### config.mk
export PLATFORM = sky130hd
export DESIGN_NAME = apb_master_ctrl
export DESIGN_NICKNAME = d
export VERILOG_FILES = /design/src/rtl/apb_master_ctrl.sv
export SDC_FILE = /design/constraint.sdc
export NUM_CORES = 1
export LEC_CHECK = 0
export ABC_CLOCK_PERIOD_IN_PS = 9600
export CAP_MARGIN = 5
export CORE_MARGIN = 10
export CORE_UTILIZATION = 62
export CTS_BUF_LIST = sky130_fd_sc_hd__clkbuf_16
export CTS_CLUSTER_DIAMETER = 200
export DETAILED_ROUTE_END_ITERATION = 8
export PLACE_DENSITY_LB_ADDON = 0.05
export SLEW_MARGIN = 30
export SYNTH_ARGS = -nofsm -noshare
export SYNTH_HDL_FRONTEND = slang
export SYNTH_SLANG_ARGS = --single-unit
### constraint.sdc
create_clock -name clk -period 9.6 [get_ports clk]
set_clock_uncertainty 0.15 [all_clocks]
set_input_delay 1.92 -clock clk [delete_from_list [all_inputs] [get_ports clk]]
set_output_delay 1.92 -clock clk [all_outputs]
set_load 0.005 [all_outputs]
### src/rtl/apb_master_ctrl.sv
// APB master stage of the AXI-to-APB bridge.
// Accepts single/multi-beat read and write requests from the protocol handler,
// buffers write data in a small FIFO, and drives each beat as one APB3
// transfer to one of two decoded slave windows.
module apb_master_ctrl #(
  parameter int ADDR_WIDTH = 32,
  parameter int DATA_WIDTH = 32,
  parameter int FIFO_DEPTH = 16
) (
  input  logic                  clk,
  input  logic                  rst_n,
  input  logic                  wr_trans_i,
  input  logic                  rd_trans_i,
  input  logic [ADDR_WIDTH-1:0] trans_addr_i,
  input  logic [3:0]            burst_len_i,
  input  logic [DATA_WIDTH-1:0] trans_data_i,
  input  logic                  fifo_wren_i,
  output logic [DATA_WIDTH-1:0] read_data_o,
  output logic                  trans_done_o,
  output logic                  trans_error_o,
  output logic                  fifo_full_o,
  output logic                  fifo_ovf_o,
  output logic [ADDR_WIDTH-1:0] paddr_o,
  output logic [1:0]            psel_o,
  output logic                  penable_o,
  output logic                  pwrite_o,
  output logic [DATA_WIDTH-1:0] pwdata_o,
  input  logic [DATA_WIDTH-1:0] prdata_i,
  input  logic                  pready_i,
  input  logic                  pslverr_i
);

  localparam int PTR_W = $clog2(FIFO_DEPTH);
  localparam int CNT_W = PTR_W + 1;
  localparam int PAGE_W = ADDR_WIDTH - 12;
  localparam logic [PAGE_W-1:0] SLV0_PAGE = PAGE_W'(32'h0001_F);
  localparam logic [PAGE_W-1:0] SLV1_PAGE = PAGE_W'(32'h0002_F);

  typedef enum logic [2:0] {
    IDLE,
    WAIT_DATA,
    SETUP,
    ACCESS,
    DONE
  } state_t;

  state_t state, state_nxt;

  // Transaction context latched at request time
  logic [ADDR_WIDTH-1:0] addr_q;
  logic                  is_read_q;
  logic [3:0]            len_q;
  logic [3:0]            beat_cnt_q;
  logic                  err_acc_q;

  // Registered handler-side status
  logic [DATA_WIDTH-1:0] rdata_q;
  logic                  done_q;
  logic                  error_q;

  // Write-data FIFO
  logic [DATA_WIDTH-1:0] fifo_mem [FIFO_DEPTH];
  logic [PTR_W-1:0]      wr_ptr;
  logic [PTR_W-1:0]      rd_ptr;
  logic [CNT_W-1:0]      fifo_cnt;
  logic [CNT_W-1:0]      fifo_cnt_nxt;
  logic                  fifo_empty;
  logic                  push;
  logic                  pop;
  logic                  ovf_q;

  // Beat bookkeeping
  logic [1:0]            sel;
  logic                  beat_done;
  logic                  beat_err;
  logic [DATA_WIDTH-1:0] beat_rdata;
  logic                  last_beat;
  logic                  req;

  assign req        = rd_trans_i | wr_trans_i;
  assign fifo_empty = (fifo_cnt == '0);
  assign fifo_full_o = (fifo_cnt == CNT_W'(FIFO_DEPTH));
  assign fifo_ovf_o = ovf_q;

  // Slave decode on the 4 KB page of the current beat address.
  assign sel[0] = (addr_q[ADDR_WIDTH-1:12] == SLV0_PAGE);
  assign sel[1] = (addr_q[ADDR_WIDTH-1:12] == SLV1_PAGE);

  // An undecoded beat completes in SETUP without ever raising psel.
  assign beat_done  = ((state == SETUP) && (sel == 2'b00)) ||
                      ((state == ACCESS) && pready_i);
  assign beat_err   = (sel == 2'b00) ? 1'b1 : pslverr_i;
  assign beat_rdata = (sel == 2'b00) ? '0 : prdata_i;
  assign last_beat  = (beat_cnt_q == len_q);

  assign push = fifo_wren_i && !fifo_full_o;
  assign pop  = beat_done && !is_read_q;

  // FIFO occupancy after this cycle's push/pop.
  always_comb begin
    // NOTE: every signal written in an always_comb gets a default first, so no path can infer a latch.
    fifo_cnt_nxt = fifo_cnt;
    case ({push, pop})
      2'b10:   fifo_cnt_nxt = fifo_cnt + 1'b1;
      2'b01:   fifo_cnt_nxt = fifo_cnt - 1'b1;
      default: fifo_cnt_nxt = fifo_cnt;
    endcase
  end

  // FIFO pointers, occupancy and sticky overflow flag.
  always_ff @(posedge clk or negedge rst_n) begin
    // NOTE: sequential state uses non-blocking assignments so every flop samples pre-edge values.
    if (!rst_n) begin
      wr_ptr   <= '0;
      rd_ptr   <= '0;
      fifo_cnt <= '0;
      ovf_q    <= 1'b0;
    end else begin
      if (push) wr_ptr <= wr_ptr + 1'b1;
      if (pop)  rd_ptr <= rd_ptr + 1'b1;
      fifo_cnt <= fifo_cnt_nxt;
      if (fifo_wren_i && fifo_full_o) ovf_q <= 1'b1;
    end
  end

  // FIFO storage array.
  always_ff @(posedge clk) begin
    // NOTE: the storage array is deliberately not reset; pointers and count define which entries are valid.
    if (push) fifo_mem[wr_ptr] <= trans_data_i;
  end

  // State register; reset drops psel/penable immediately through the output decode.
  always_ff @(posedge clk or negedge rst_n) begin
    if (!rst_n) state <= IDLE;
    else        state <= state_nxt;
  end

  // Next-state logic.
  always_comb begin
    state_nxt = state;
    case (state)
      IDLE: begin
        if (rd_trans_i)      state_nxt = SETUP;
        else if (wr_trans_i) state_nxt = fifo_empty ? WAIT_DATA : SETUP;
      end
      WAIT_DATA: begin
        if (!fifo_empty) state_nxt = SETUP;
      end
      SETUP, ACCESS: begin
        if ((state == SETUP) && (sel != 2'b00)) begin
          state_nxt = ACCESS;
        end else if (beat_done) begin
          if (last_beat)                state_nxt = DONE;
          else if (is_read_q)           state_nxt = SETUP;
          else if (fifo_cnt_nxt == '0)  state_nxt = WAIT_DATA;
          else                          state_nxt = SETUP;
        end
      end
      DONE:    state_nxt = IDLE;
      default: state_nxt = IDLE;
    endcase
  end

  // APB output decode; address, select and write data are stable across SETUP and ACCESS.
  always_comb begin
    paddr_o   = '0;
    psel_o    = 2'b00;
    penable_o = 1'b0;
    pwrite_o  = 1'b0;
    pwdata_o  = '0;
    if ((state == SETUP) || (state == ACCESS)) begin
      paddr_o   = addr_q;
      psel_o    = sel;
      penable_o = (state == ACCESS);
      pwrite_o  = !is_read_q;
      pwdata_o  = is_read_q ? '0 : fifo_mem[rd_ptr];
    end
  end

  // Transaction context, beat advance and registered completion status.
  always_ff @(posedge clk or negedge rst_n) begin
    if (!rst_n) begin
      addr_q     <= '0;
      is_read_q  <= 1'b0;
      len_q      <= '0;
      beat_cnt_q <= '0;
      err_acc_q  <= 1'b0;
      rdata_q    <= '0;
      done_q     <= 1'b0;
      error_q    <= 1'b0;
    end else begin
      done_q <= 1'b0;
      if ((state == IDLE) && req) begin
        addr_q     <= trans_addr_i;
        is_read_q  <= rd_trans_i;
        len_q      <= burst_len_i;
        beat_cnt_q <= '0;
        err_acc_q  <= 1'b0;
      end
      if (beat_done) begin
        if (!last_beat) begin
          beat_cnt_q   <= beat_cnt_q + 1'b1;
          // Increment wraps within the 4 KB page; upper bits stay fixed.
          addr_q[11:0] <= addr_q[11:0] + 12'd4;
        end
        if (is_read_q) begin
          done_q  <= 1'b1;
          error_q <= beat_err;
          rdata_q <= beat_rdata;
        end else begin
          err_acc_q <= err_acc_q | beat_err;
          if (last_beat) begin
            done_q  <= 1'b1;
            error_q <= err_acc_q | beat_err;
          end
        end
      end
    end
  end

  assign read_data_o   = rdata_q;
  assign trans_done_o  = done_q;
  assign trans_error_o = error_q;

endmodule

* After elaboration in Yosys (flattened, before gate mapping)
Memory sizes are Yosys's and may differ from the RTL's.
Cells that the tools add are included.
** Storage, ports and cells
- Register bits :: 93
- RAM bits :: 512
- Input port bits :: 107
- Output and inout port bits :: 104
- Memories kept :: 1
** Cells by class
- Add/subtract/negate cells :: 6
- Equality and inequality tests :: 12
- Mux-type cells :: 35
- Bitwise logic cells :: 2
- Reductions and logical operators :: 21
** Memory list
- fifo_mem :: depth 16, width 32, rd ports 1, clocked after memory_dff 0, wr ports 1, line 62 : logic [DATA_WIDTH-1:0] fifo_mem [FIFO_DEPTH];
** Operator list (count)
- $mux W32 :: 4
- $mux W12 :: 3
- $eq A20 B5 Y1 const B :: 1
- $eq A20 B6 Y1 const B :: 1
- $mux W3 :: 6
- $mux W1 :: 13
- $add A12 B3 Y12 const B :: 1
- $add A4 B1 Y4 const B :: 3
- $mux W4 :: 3
- $logic_not A5 Y1 :: 2
- $pmux W5 S2 :: 1
- $pmux W3 S3 :: 1
- $mux W2 :: 4
- $logic_and A1 B1 Y1 :: 7
- $eq A3 B2 Y1 const B :: 2
- $ne A3 B3 Y1 const B :: 2
- $add A5 B1 Y5 const B :: 1
- $eq A5 B5 Y1 const B :: 1
- $sub A5 B1 Y5 const B :: 1
- $eq A4 B4 Y1 :: 1
- $reduce_and A2 Y1 :: 2
- $reduce_bool A2 Y1 :: 2
- $eq A3 B1 Y1 const B :: 1
- $logic_not A3 Y1 :: 1
- other kinds (9) :: 12

* Longest topological paths before layout
Gate-level depths: netlist of run 1.
- Word-level depth :: 14
- Gate-level depth with buffers :: 15
- Depth with buffers taken out :: 13

* Worst setup path before layout of run 1
Ideal clock, no wire load.
- Path kind :: input to register
- From :: input pready_i
- To :: register state[1]
- Arrival time :: 4.450 ns
- Setup slack :: 4.861 ns
- Stages :: 12
- Cell sequence :: nand2_1 o2111ai_1 nor2_1 nor2_1 ha_1 clkbuf_1 a21oi_1 o31ai_1 o21ai_1 or4_1 a2111oi_2 o221ai_1
** Between the ends
- Word-level cells in the longest chain between the ends :: 12
- Elaborated cells between the ends (all ways) :: 15
- Those cells by class :: 3 x eq/ne; 7 x mux; 5 x reduce/logical
** RTL lines
- start, declared :: line 29 : input logic pready_i,
- $logic_and A1 B1 Y1 * :: line 91 : ((state == ACCESS) && pready_i);
- $logic_or A1 B1 Y1 * :: line 90 : assign beat_done = ((state == SETUP) && (sel == 2'b00)) ||
- $logic_and A1 B1 Y1 * :: line 97 : assign pop = beat_done && !is_read_q;
- $eq A2 B1 Y1 or $eq A2 B2 Y1 (tied branches) :: line 103 : case ({push, pop})
- $pmux W5 S2 * :: line 103
- named net fifo_cnt_nxt[2] :: line 66 : logic [CNT_W-1:0] fifo_cnt_nxt;
- $logic_not A5 Y1 * :: line 155 : else if (fifo_cnt_nxt == '0) state_nxt = WAIT_DATA;
- $mux W2 * :: line 155
- $mux W2 * :: line 154 : else if (is_read_q) state_nxt = SETUP;
- $mux W3 * :: line 153 : if (last_beat) state_nxt = DONE;
- $mux W3 * :: line 152 : end else if (beat_done) begin
- $mux W3 * :: line 150 : if ((state == SETUP) && (sel != 2'b00)) begin
- $pmux W3 S3 * :: line 141 : case (state)
- end signal, assigned :: line 135 : else state <= state_nxt;
- end, declared :: line 47 : state_t state, state_nxt;
The timed path passes the listed nets; every way through them passes the cells marked *. The select of a mux whose other input is x is not followed.
A chain may end at the register's enable or synchronous reset.

* Worst setup path in the final report of run 1
- From :: register rd_ptr[1]
- To :: output pwdata_o[1]
** Between the ends
- Word-level cells in the longest chain between the ends :: 3
** RTL lines
- start, declared :: line 64 : logic [PTR_W-1:0] rd_ptr;
- start signal, assigned :: line 120 : if (pop) rd_ptr <= rd_ptr + 1'b1;
- $mem_v2 Z16 W32
- $mux W32 :: line 176 : pwdata_o = is_read_q ? '0 : fifo_mem[rd_ptr];
- $mux W32 :: line 171 : if ((state == SETUP) || (state == ACCESS)) begin
- end, declared :: line 27 : output logic [DATA_WIDTH-1:0] pwdata_o,
Every way passes these cells.

==> results of run 1 <==
-- cell type report --
cell class / count / share of cell area
clock buffers: 59 / 0.0512
flip-flops and latches: 605 / 0.615
inverters: 14 / 0.00182
diodes: 1 / 0.0000868
clock inverters: 47 / 0.0148
multi-input cells: 603 / 0.213
well taps: 518 / 0.0225
repair buffers: 239 / 0.0820
-- cells by family after synthesis --
family | count (synthesis)
muxes | 164
AOI/OAI and AO/OA | 93
xor gates and xnor gates | 14
DFF | 605
and+or+nand+nor | 322
buffers and inverters | 85
adders and majority gates | 10
-- cell usage after synthesis, types with 8 or more instances --
library cell	count	area, µm²
clkbuf_1	55	206
nor2_1	16	60.1
dfrtp_1	93	2330
nor3_1	8	40.0
nand2_1	167	627
o21ai_0	45	225
and2_1	79	494
mux4_2	160	3600
nand4_1	8	50.1
inv_1	14	52.6
ha_1	10	125
buf_1	14	52.6
edfxtp_1	512	15400
-- cell usage in the layout, fill, tap and decap left out, drive strengths merged, types with 8 or more instances in the layout --
master | netlist | final
inv | 14 | 30
buf | 16 | 30
edfxtp | 512 | 512
clkbuf | 55 | 59
nand4 | 8 | 8
o21ai | 48 | 48
clkdlybuf4s50 | 0 | 209
nor3 | 8 | 8
mux4 | 160 | 160
nor2 | 16 | 16
clkinv | 0 | 23
bufinv | 0 | 8
nand2 | 167 | 167
dfrtp | 93 | 93
and2 | 79 | 79
ha | 10 | 10
-- path summary, 6_finish.rpt --
kind                            start           to  cells after the start
max                         rd_ptr[1]  pwdata_o[1]                      6
min                        fifo_ovf_o   fifo_ovf_o                      1
max reg2reg                  state[1]     state[0]                     12
min reg2reg                fifo_ovf_o   fifo_ovf_o                      1
max in group asynchronous       rst_n    rd_ptr[0]                      2
min in group asynchronous       rst_n    addr_q[0]                      1
-- routing by layer --
| layer | GRT usage | vias to the layer above | wire, µm |
|---|---|---|---|
| li1 | - | 5559 | - |
| met1 | 0.317 | 6629 | 21800 |
| met2 | 0.381 | 511 | 27100 |
| met3 | 0.0488 | 58 | 3930 |
| met4 | 0.0471 | 2 | 745 |
| met5 | 0 | - | 10 |
-- registers in the layout (all words and copies together), names as in the netlist --
name	cells
err_acc_q	1
trans_error_o	1
beat_cnt_q	4
is_read_q	1
fifo_cnt	5
addr_q	32
state	3
read_data_o	32
len_q	4
fifo_ovf_o	1
fifo_mem	512
rd_ptr	4
wr_ptr	4
trans_done_o	1
-- metrics by stage --
step / instance area [µm²] / instances / setup WS (ps) / utilization / power, W
4_1_cts: 28800 / 2084 / 3360 / 0.747 / 0.00848
6_report: 28800 / 2086 / 3370 / 0.747 / 0.00841
5_1_grt: 28800 / 2085 / 3250 / 0.747 / 0.00882
3_3_place_gp: 26900 / 1977 / 3910 / 0.697 / 0.00615
2_1_floorplan: 24100 / 1293 / 4860 / - / 0.00518
3_5_place_dp: 26900 / 1978 / 3800 / 0.697 / 0.00621
-- report_power, final --
part / leakage (nW) / internal, W / switching, W
registers: 5.81 / 0.00320 / 0.000234
clock network: 0.988 / 0.00133 / 0.000942
logic: 3.04 / 0.00141 / 0.00129
==> results.md, run 1 <==
- Post-synthesis xor/xnor area fraction: 0.00508
- WP data arrival: 4160 ps
- DR WL/cell: around 26 µm
- Post-synth EDFFs: 512
- Worst hold path type: register to register
- Reg2Reg Setup Slack: roughly 5500 ps
- Vias per cell: ~6.1
- Asr flop ratio synth: 0.154
- Syn Inst Count: roughly 1300
- Top_reg_cell synth: edfxtp_1
- Multi-input logic area: 6140 µm²
- Fillers: about 2300
- Starting Density: 0.626
- Reg area: about 18000 µm²
- CP Max Fanout: 61
- Power Dens Cells: between 200 and 300 nW/µm²
- Hpwl dp: about 30 mm
- Slew headroom: 0.407
- Max Cap Violations: 0
- Area growth syn-to-layout: 19.4%
- CP required: ~7500 ps
- Max Root-Sink Buffers: 3
- Synth cell types: 60
- Share of cells above drive strength 1: 0.193
- Port Buffers: 210
- Shortest period the worst path allows: roughly 6200 ps
- Initial antenna violation count: 2
- Maximum vdd drop: 0.000197 V
- Part of the cycle the worst path needs: 0.649
- Max-slew violations: 0
- Worst Setup Path Type: register to output pin
- Pin count of the biggest net entering global routing: about 110
- Post-Syn Area per Cell: roughly 19 µm²
- DRC: 0
- Clk root buf: clkbuf_16
- Die Height: between 200 and 250 µm
- Fin. Hold Viols: 0
- Total GRT Usage: 0.231
- RSZ-0062 raised after global routing: false
- Simple-Gate Fraction of Synth Area: 0.0656
- Die width: between 200 and 250 µm
- Die Area: 47200 µm²
- Hold slack: between 300 and 400 ps
- Leakage power: approximately 9.8 nW
- Final setup TNS: 0 ps
- Startpoint Class: register
- CTS H-Tree Depth: 2
- # Post-CTS Setup Buffers: 0
- Syn Std Cell Area: 24100 µm²
- Total vias in the final route: 12759
- FP Rows: 72
- Cell family with most CP delay: buffers and inverters
- Congestion Overflow GR: 0
- Final setup fails: 0
- CTS tree: yes
- Main combinational cell family by area after synthesis: multiplexers
- Clock sink count: around 610
- Worst-Skew Late Latency: 610 ps
- Cts hold-fix bufs: 0
- Mux cell area share after synthesis: 0.151
- Critical path capture point type: output pin
- Detailed Routing Iterations Pass 1: 7
- GP Congestion: about 0.80
- Post-CTS resize count: 0
- Status: finished, final reports clean
- Num CTS Buffers: 58
- CP Cell Sequence: buf_12 -> buf_4 -> mux4_2 -> mux4_2 -> and2_1 -> clkdlybuf4s50_1
- Number of buffer and inverter stages on the critical path: 3
- Core Area: 38600 µm²
- Sequential-to-total area share from yosys stat: 0.733
- Total wire length: approximately 54 mm
- Slowest CP cell: dfrtp_4
- Synthesized flop and latch total: roughly 600
- Routed Antenna Nets: 0
- FMAX: approximately 160 MHz
- Critical path's largest stage delay: between 800 and 900 ps
- Vias in the first global route: approximately 13000
- Crit-path most repeated cell: mux4_2
- Synth Net Count: around 1400
- Initial DRC Count: 1274
- Compound-gate portion of the synthesized area: 0.0260
- Worst Max-Slew Pin Slew: just under 900 ps
- Worst-path clk slew: around 60 ps
- Yosys warns: 0
- Nets: between 1500 and 2000
- Synth Area in Adders: 0.00518
- First-pass GRT wire length: around 82 mm
- Io pins: 211
No activity file was read; power rests on OpenSTA's default activity.
==> run 2, diff against run 1 <==
Settings changed: ABC_CLOCK_PERIOD_IN_PS 9600 to 5900, CORE_UTILIZATION 62 to 58.
Clock period 9.6 ns to 5.9 ns, I/O delays scaled along.
==> run 2 against run 1 <==
  * Sequential share of layout area decreased by 0.098 points
  * Design area up 0.17%
  * Hold slack better by 0.73 ps
  * Critical endpoint is now pwdata_o[6]
  * Via count about the same
  * Sequential power increased by 67%
  * Largest cell class unchanged
  * Wire length up 1.7%
  * Flip-flop and latch count stayed put
  * Global-route usage fell by 1.2 points
  * Combinational power rose by 62%
  * Utilization shrank 4.4 points
==> results.md, run 2 (synthesized netlist as in run 1, its figures left out) <==
- Met2 global-route usage: 0.343 (-0.0379)
- Worst Setup Path Type: register to output pin
- Shortest period the worst path allows: roughly 5000 ps
- Hpwl dp: 32.5 mm (+6.9%)
- Max Cap Violations: 0 (unchanged)
- Commonest non-fill, non-tap cell in the layout: edfxtp_1
- Share of cells above drive strength 1: 0.195 (+0.00181)
- Sw Share: 0.299 (+0.00547)
- Starting Density: 0.588 (-0.0375)
- Clock sink count: 605 (unchanged)
- Pin count of the biggest net entering global routing: 66 (-39%)
- First-pass GRT wire length: 82.8 mm (+0.49%)
- Routed Antenna Nets: 0 (unchanged)
- Total vias in the final route: 12769 (+0.078%)
- Post-DP Area: 27000 µm² (+0.50%)
- Worst hold path type: register to register
- Congestion Overflow GR: 0 (unchanged)
- Most flop-heavy register: fifo_mem
- DR WL/cell: 25.9 µm (+0.78%)
- Clk root buf: clkbuf_16
- Max reg flops: 512 (unchanged)
- Post-CTS resize count: 0 (unchanged)
- Io pins: 211 (unchanged)
- Overall power: 0.0137 W (+63%)
- Power Dens Cells: 474 nW/µm² (+62%)
- Nets: 1647 (+0.55%)
- Critical path capture point type: output pin
- DRC: 0 (unchanged)
- CTS tree: yes
- Final Instance Area: 28900 µm² (+0.17%)
- Status: finished, final reports clean
- RSZ-0062 raised after global routing: false
- Max Root-Sink Buffers: 3 (unchanged)
- Max-slew violations: 0 (unchanged)
- FMAX: about 200 MHz
- Startpoint Class: register
- Die Height: 224 µm (+3.1%)
- Part of the cycle the worst path needs: 0.844
- Core Area: 41000 µm² (+6.4%)
- Die Area: 50200 µm² (+6.3%)
- Total GRT Usage: 0.219 (-0.0117)
- GP Congestion: 0.856 (+6.4%)
- Final setup TNS: 0 ps (unchanged)
- Die width: 224 µm (+3.1%)
- Detailed Routing Iterations Pass 1: 5 (-2)
- P_int: 0.00958 W (+61%)
- # Post-CTS Setup Buffers: 0 (unchanged)
- Worst-Skew Late Latency: 610 ps (about the same)
- Port Buffers: 210 (unchanged)
- Final setup fails: 0 (unchanged)
- CP Max Fanout: 39 (-36%)
- Cts hold-fix bufs: 0 (unchanged)
- Met3 Use GR: 0.0361 (-0.0128)
- Hold slack: 317 ps (+0.725 ps)
- Num CTS Buffers: 58 (unchanged)
- Leakage power: 9.88 nW (+0.34%)
- Initial DRC Count: 1266 (-0.63%)
- Total wire length: 54.5 mm (+1.7%)
- Met1 global-route usage: 0.321 (+0.00314)
- WP data arrival: 3650 ps (-510 ps)
- Most frequent cells in the layout: 512 x edfxtp_1, 209 x clkdlybuf4s50_1, 167 x nand2_1, 160 x mux4_2, 89 x dfrtp_1
- CTS H-Tree Depth: 2 (unchanged)
- Clock Power Share: 0.260 (-0.010)
- Area growth syn-to-layout: 19.6%
- Comb pwr share: 0.320 (-0.002)
- CP required: 4570 ps (-2960 ps)
- Top Usage Layer GRT: met2
- P_sw: 0.00409 W (+66%)
- Worst Max-Slew Pin Slew: 936 ps (+47.4 ps)
- Initial antenna violation count: 1 (-1)
- Slew headroom: 0.376 (-0.0316)
- Maximum vdd drop: 0.000306 V (+56%)
- Reg power frac: 0.420 (+0.011)
- Diode count: 0 (-1)
- FP Rows: 74 (+2.8%)
- Vias in the first global route: 12896 (-0.52%)
- Worst-path clk slew: 60 ps (about the same)
- Fin. Hold Viols: 0 (unchanged)
- Vias per cell: 6.07 (-0.82%)
[run 2: cell types whose count changed in the layout (fill, tap and decap cells not counted), moves of 3 or more]
cell       change
clkinv_1       -3
buf_4          +6
bufinv_16      -4
buf_12         +3
inv_1          +5
[run 2: power by group through the flow]
stage	sequential, W	combinational (W)	clock, W
floorplan	0.00545	0.00297	0
global placement	0.00580	0.00438	0
detailed placement	0.00582	0.00442	0
CTS	0.00574	0.00444	0.00361
global route	0.00581	0.00473	0.00378
finish	0.00574	0.00438	0.00356
[run 2: final timing paths]
path / slack (ps) / startpoint / endpoint / cells after the start
worst max-delay path: 920 / rd_ptr[0] / pwdata_o[6] / 5
worst min-delay path: 320 / fifo_ovf_o / fifo_ovf_o / 1
worst max register to register: 1860 / state[1] / state[0] / 12
worst min register to register: 320 / fifo_ovf_o / fifo_ovf_o / 1
max in group asynchronous: 4140 / rst_n / read_data_o[13] / 2
min in group asynchronous: 410 / rst_n / addr_q[0] / 1
[run 2: per-layer routing]
layer  vias to the layer above  part of all wire
met2                       460              0.48
met5                         -           0.00022
met3                        66             0.069
li1                       5564                 -
met4                         2             0.015
met1                      6677              0.44
[run 2: per-stage QoR]
step | worst slack, ps | instances | util
global route | 715 | 2105 | 0.704
CTS | 827 | 2104 | 0.703
global placement | 1030 | 2000 | 0.658
floorplan | 1900 | 1293 | -
finish | 919 | 2105 | 0.704
detailed placement | 927 | 2001 | 0.659
[run 2: layout make-up]
cell class	count	area, µm²
well taps	532	666
flip-flops and latches	605	17700
inverters	14	52.6
clock inverters	42	300
fillers	2620	12200
repair buffers	248	2470
clock buffers	61	1530
multi-input cells	603	6140
[run 2: worst max-delay path, cell delays in order, from the launching register on]
cell and delay (ps):
dfrtp_4 960, buf_4 380, mux4_2 550, mux4_2 470, and2_1 170, clkdlybuf4s50_1 470
==> run 3, diff against run 2 <==
Settings changed: ABC_CLOCK_PERIOD_IN_PS 5900 to 4700.
Clock period 5.9 ns to 4.7 ns, I/O delays scaled along.
==> run 3 against run 2 <==
  * Combinational power is 31% higher
  * Die area is the same
  * Flip-flop and latch count stayed put
  * Critical path depth did not move
  * Global-route usage up 0.35 points
  * Count of clock-buffer cells in the layout decreased by 2
  * Total power rose by 31%
  * Worst setup slack got worse by 680 ps
  * Largest cell class unchanged
==> results.md, run 3 (synthesized netlist as in run 1, its figures left out) <==
- Detailed Routing Iterations Pass 1: 5 (unchanged)
- Worst-path clk slew: 70 ps (about the same)
- Vias per cell: 6.04 (-0.45%)
- RSZ-0062 raised after global routing: false
- Part of the cycle the worst path needs: 0.948
- Post-place setup slack: 115 ps (-812 ps)
- Leakage power: 10.0 nW (+1.4%)
- Worst Max-Slew Pin Slew: 783 ps (-153 ps)
- Starting Density: 0.588 (unchanged)
- WP data arrival: 3370 ps (-280 ps)
- Num CTS Buffers: 58 (unchanged)
- Cts hold-fix bufs: 0 (unchanged)
- Total GRT Usage: 0.223 (+0.00354)
- Max Root-Sink Buffers: 3 (unchanged)
- FP Rows: 74 (unchanged)
- CTS tree: yes
- Setup crit start: rd_ptr[0]
- Clk root buf: clkbuf_16
- Port Buffers: 210 (unchanged)
- Nets: 1650 (+0.18%)
- FF-to-FF Start: state[1]
- Hold slack: 256 ps (-60.8 ps)
- Vias in the first global route: 13108 (+1.6%)
- Overall power: 0.0179 W (+31%)
- Routed Antenna Nets: 0 (unchanged)
- Final setup fails: 0 (unchanged)
- Fillers: 2536 (-3.2%)
- CP required: 3610 ps (-960 ps)
- Power Dens Cells: 608 nW/µm² (+28%)
- Share of cells above drive strength 1: 0.207 (+0.0120)
- Max Cap Violations: 0 (unchanged)
- Most frequent cells in the layout: 512 x edfxtp_1, 209 x clkdlybuf4s50_1, 167 x nand2_1, 160 x mux4_2, 89 x dfrtp_1
- Die width: 224 µm (unchanged)
- Startpoint Class: register
- Worst-Skew Late Latency: 610 ps (about the same)
- FMAX: 224 MHz
- Status: finished, final reports clean
- Slew headroom: 0.478 (+0.102)
- # Post-CTS Setup Buffers: 0 (unchanged)
- Die Height: 224 µm (unchanged)
- Initial antenna violation count: 2 (+1)
- Final setup TNS: 0 ps (unchanged)
- Shortest period the worst path allows: about 4500 ps
- Congestion Overflow GR: 0 (unchanged)
- Area growth syn-to-layout: 21.7%
- Initial DRC Count: 1274 (+0.63%)
- Worst hold path type: input pin to async pin
- Most flop-heavy register: fifo_mem
- Final WS setup: 243 ps (-676 ps)
- Pin count of the biggest net entering global routing: 66 (unchanged)
- Max-slew violations: 0 (unchanged)
- Commonest non-fill, non-tap cell in the layout: edfxtp_1
- Die Area: 50200 µm² (unchanged)
- Hpwl dp: 32.2 mm (-0.89%)
- Non-filler cells in the finished layout: 2116 (+0.52%)
- Max reg flops: 512 (unchanged)
- Total wire length: 55.5 mm (+1.8%)
- Total vias in the final route: 12778 (+0.070%)
- Fin. Hold Viols: 0 (unchanged)
- Post-CTS resize count: 0 (unchanged)
- CTS H-Tree Depth: 2 (unchanged)
- Critical path capture point type: output pin
- Clock sink count: 605 (unchanged)
- First-pass GRT wire length: 84.0 mm (+1.5%)
- DR WL/cell: 26.2 µm (+1.3%)
- Post-Place Cells: 2005 (+0.20%)
- Worst Setup Path Type: register to output pin
- CP Max Fanout: 32 (-18%)
- Reg2Reg Setup Slack: 700 ps (-1160 ps)
- Maximum vdd drop: 0.000411 V (+34%)
- Io pins: 211 (unchanged)
- DRC: 0 (unchanged)
- GP Congestion: 0.781 (-8.8%)
- Core Area: 41000 µm² (unchanged)
## run 3: cell type report
type	count	area, µm²	area share
Clock buffer	59	1480	0.0503
Sequential cell	605	17700	0.603
Tap cell	532	666	0.0227
Timing Repair Buffer	251	2710	0.0922
Antenna cell	1	2.50	0.0000852
Inverter	14	52.6	0.00179
Clock inverter	51	621	0.0211
Multi-Input combinational cell	603	6130	0.209
## run 3: metrics by stage
stage	util	cell area, µm²
after floorplan	-	24100
after global placement	0.665	27300
after detailed placement	0.665	27300
after CTS	0.716	29400
after global routing	0.716	29400
final	0.716	29400
## run 3: critical path: stages, from the launching register on
cell and delay (ps):
dfrtp_4 680, buf_12 320, mux4_2 580, mux4_2 470, and2_1 210, clkdlybuf4s50_1 470
## run 3: power breakdown
part	internal (W)	total, W	switching, W
Sequential	0.00654	0.00706	0.000527
Combinational	0.00304	0.00575	0.00271
Clock	0.00306	0.00505	0.00199
## run 3: path summary, 6_finish.rpt
kind / end / depth (start not counted)
max: pwdata_o[19] / 5
min: addr_q[1] / 1
max reg2reg: state[1] / 12
min reg2reg: fifo_ovf_o / 1
max in group asynchronous: read_data_o[14] / 2
min in group clk: fifo_ovf_o / 1
## run 3: metal layers
metal / part of all wire / track usage / vias up / wire [µm]
li1: - / - / 5603 / -
met1: 0.42 / 0.303 / 6631 / 23200
met2: 0.49 / 0.365 / 462 / 27400
met3: 0.066 / 0.0473 / 80 / 3680
met4: 0.021 / 0.0562 / 2 / 1150
met5: 0.00023 / 0 / - / 13
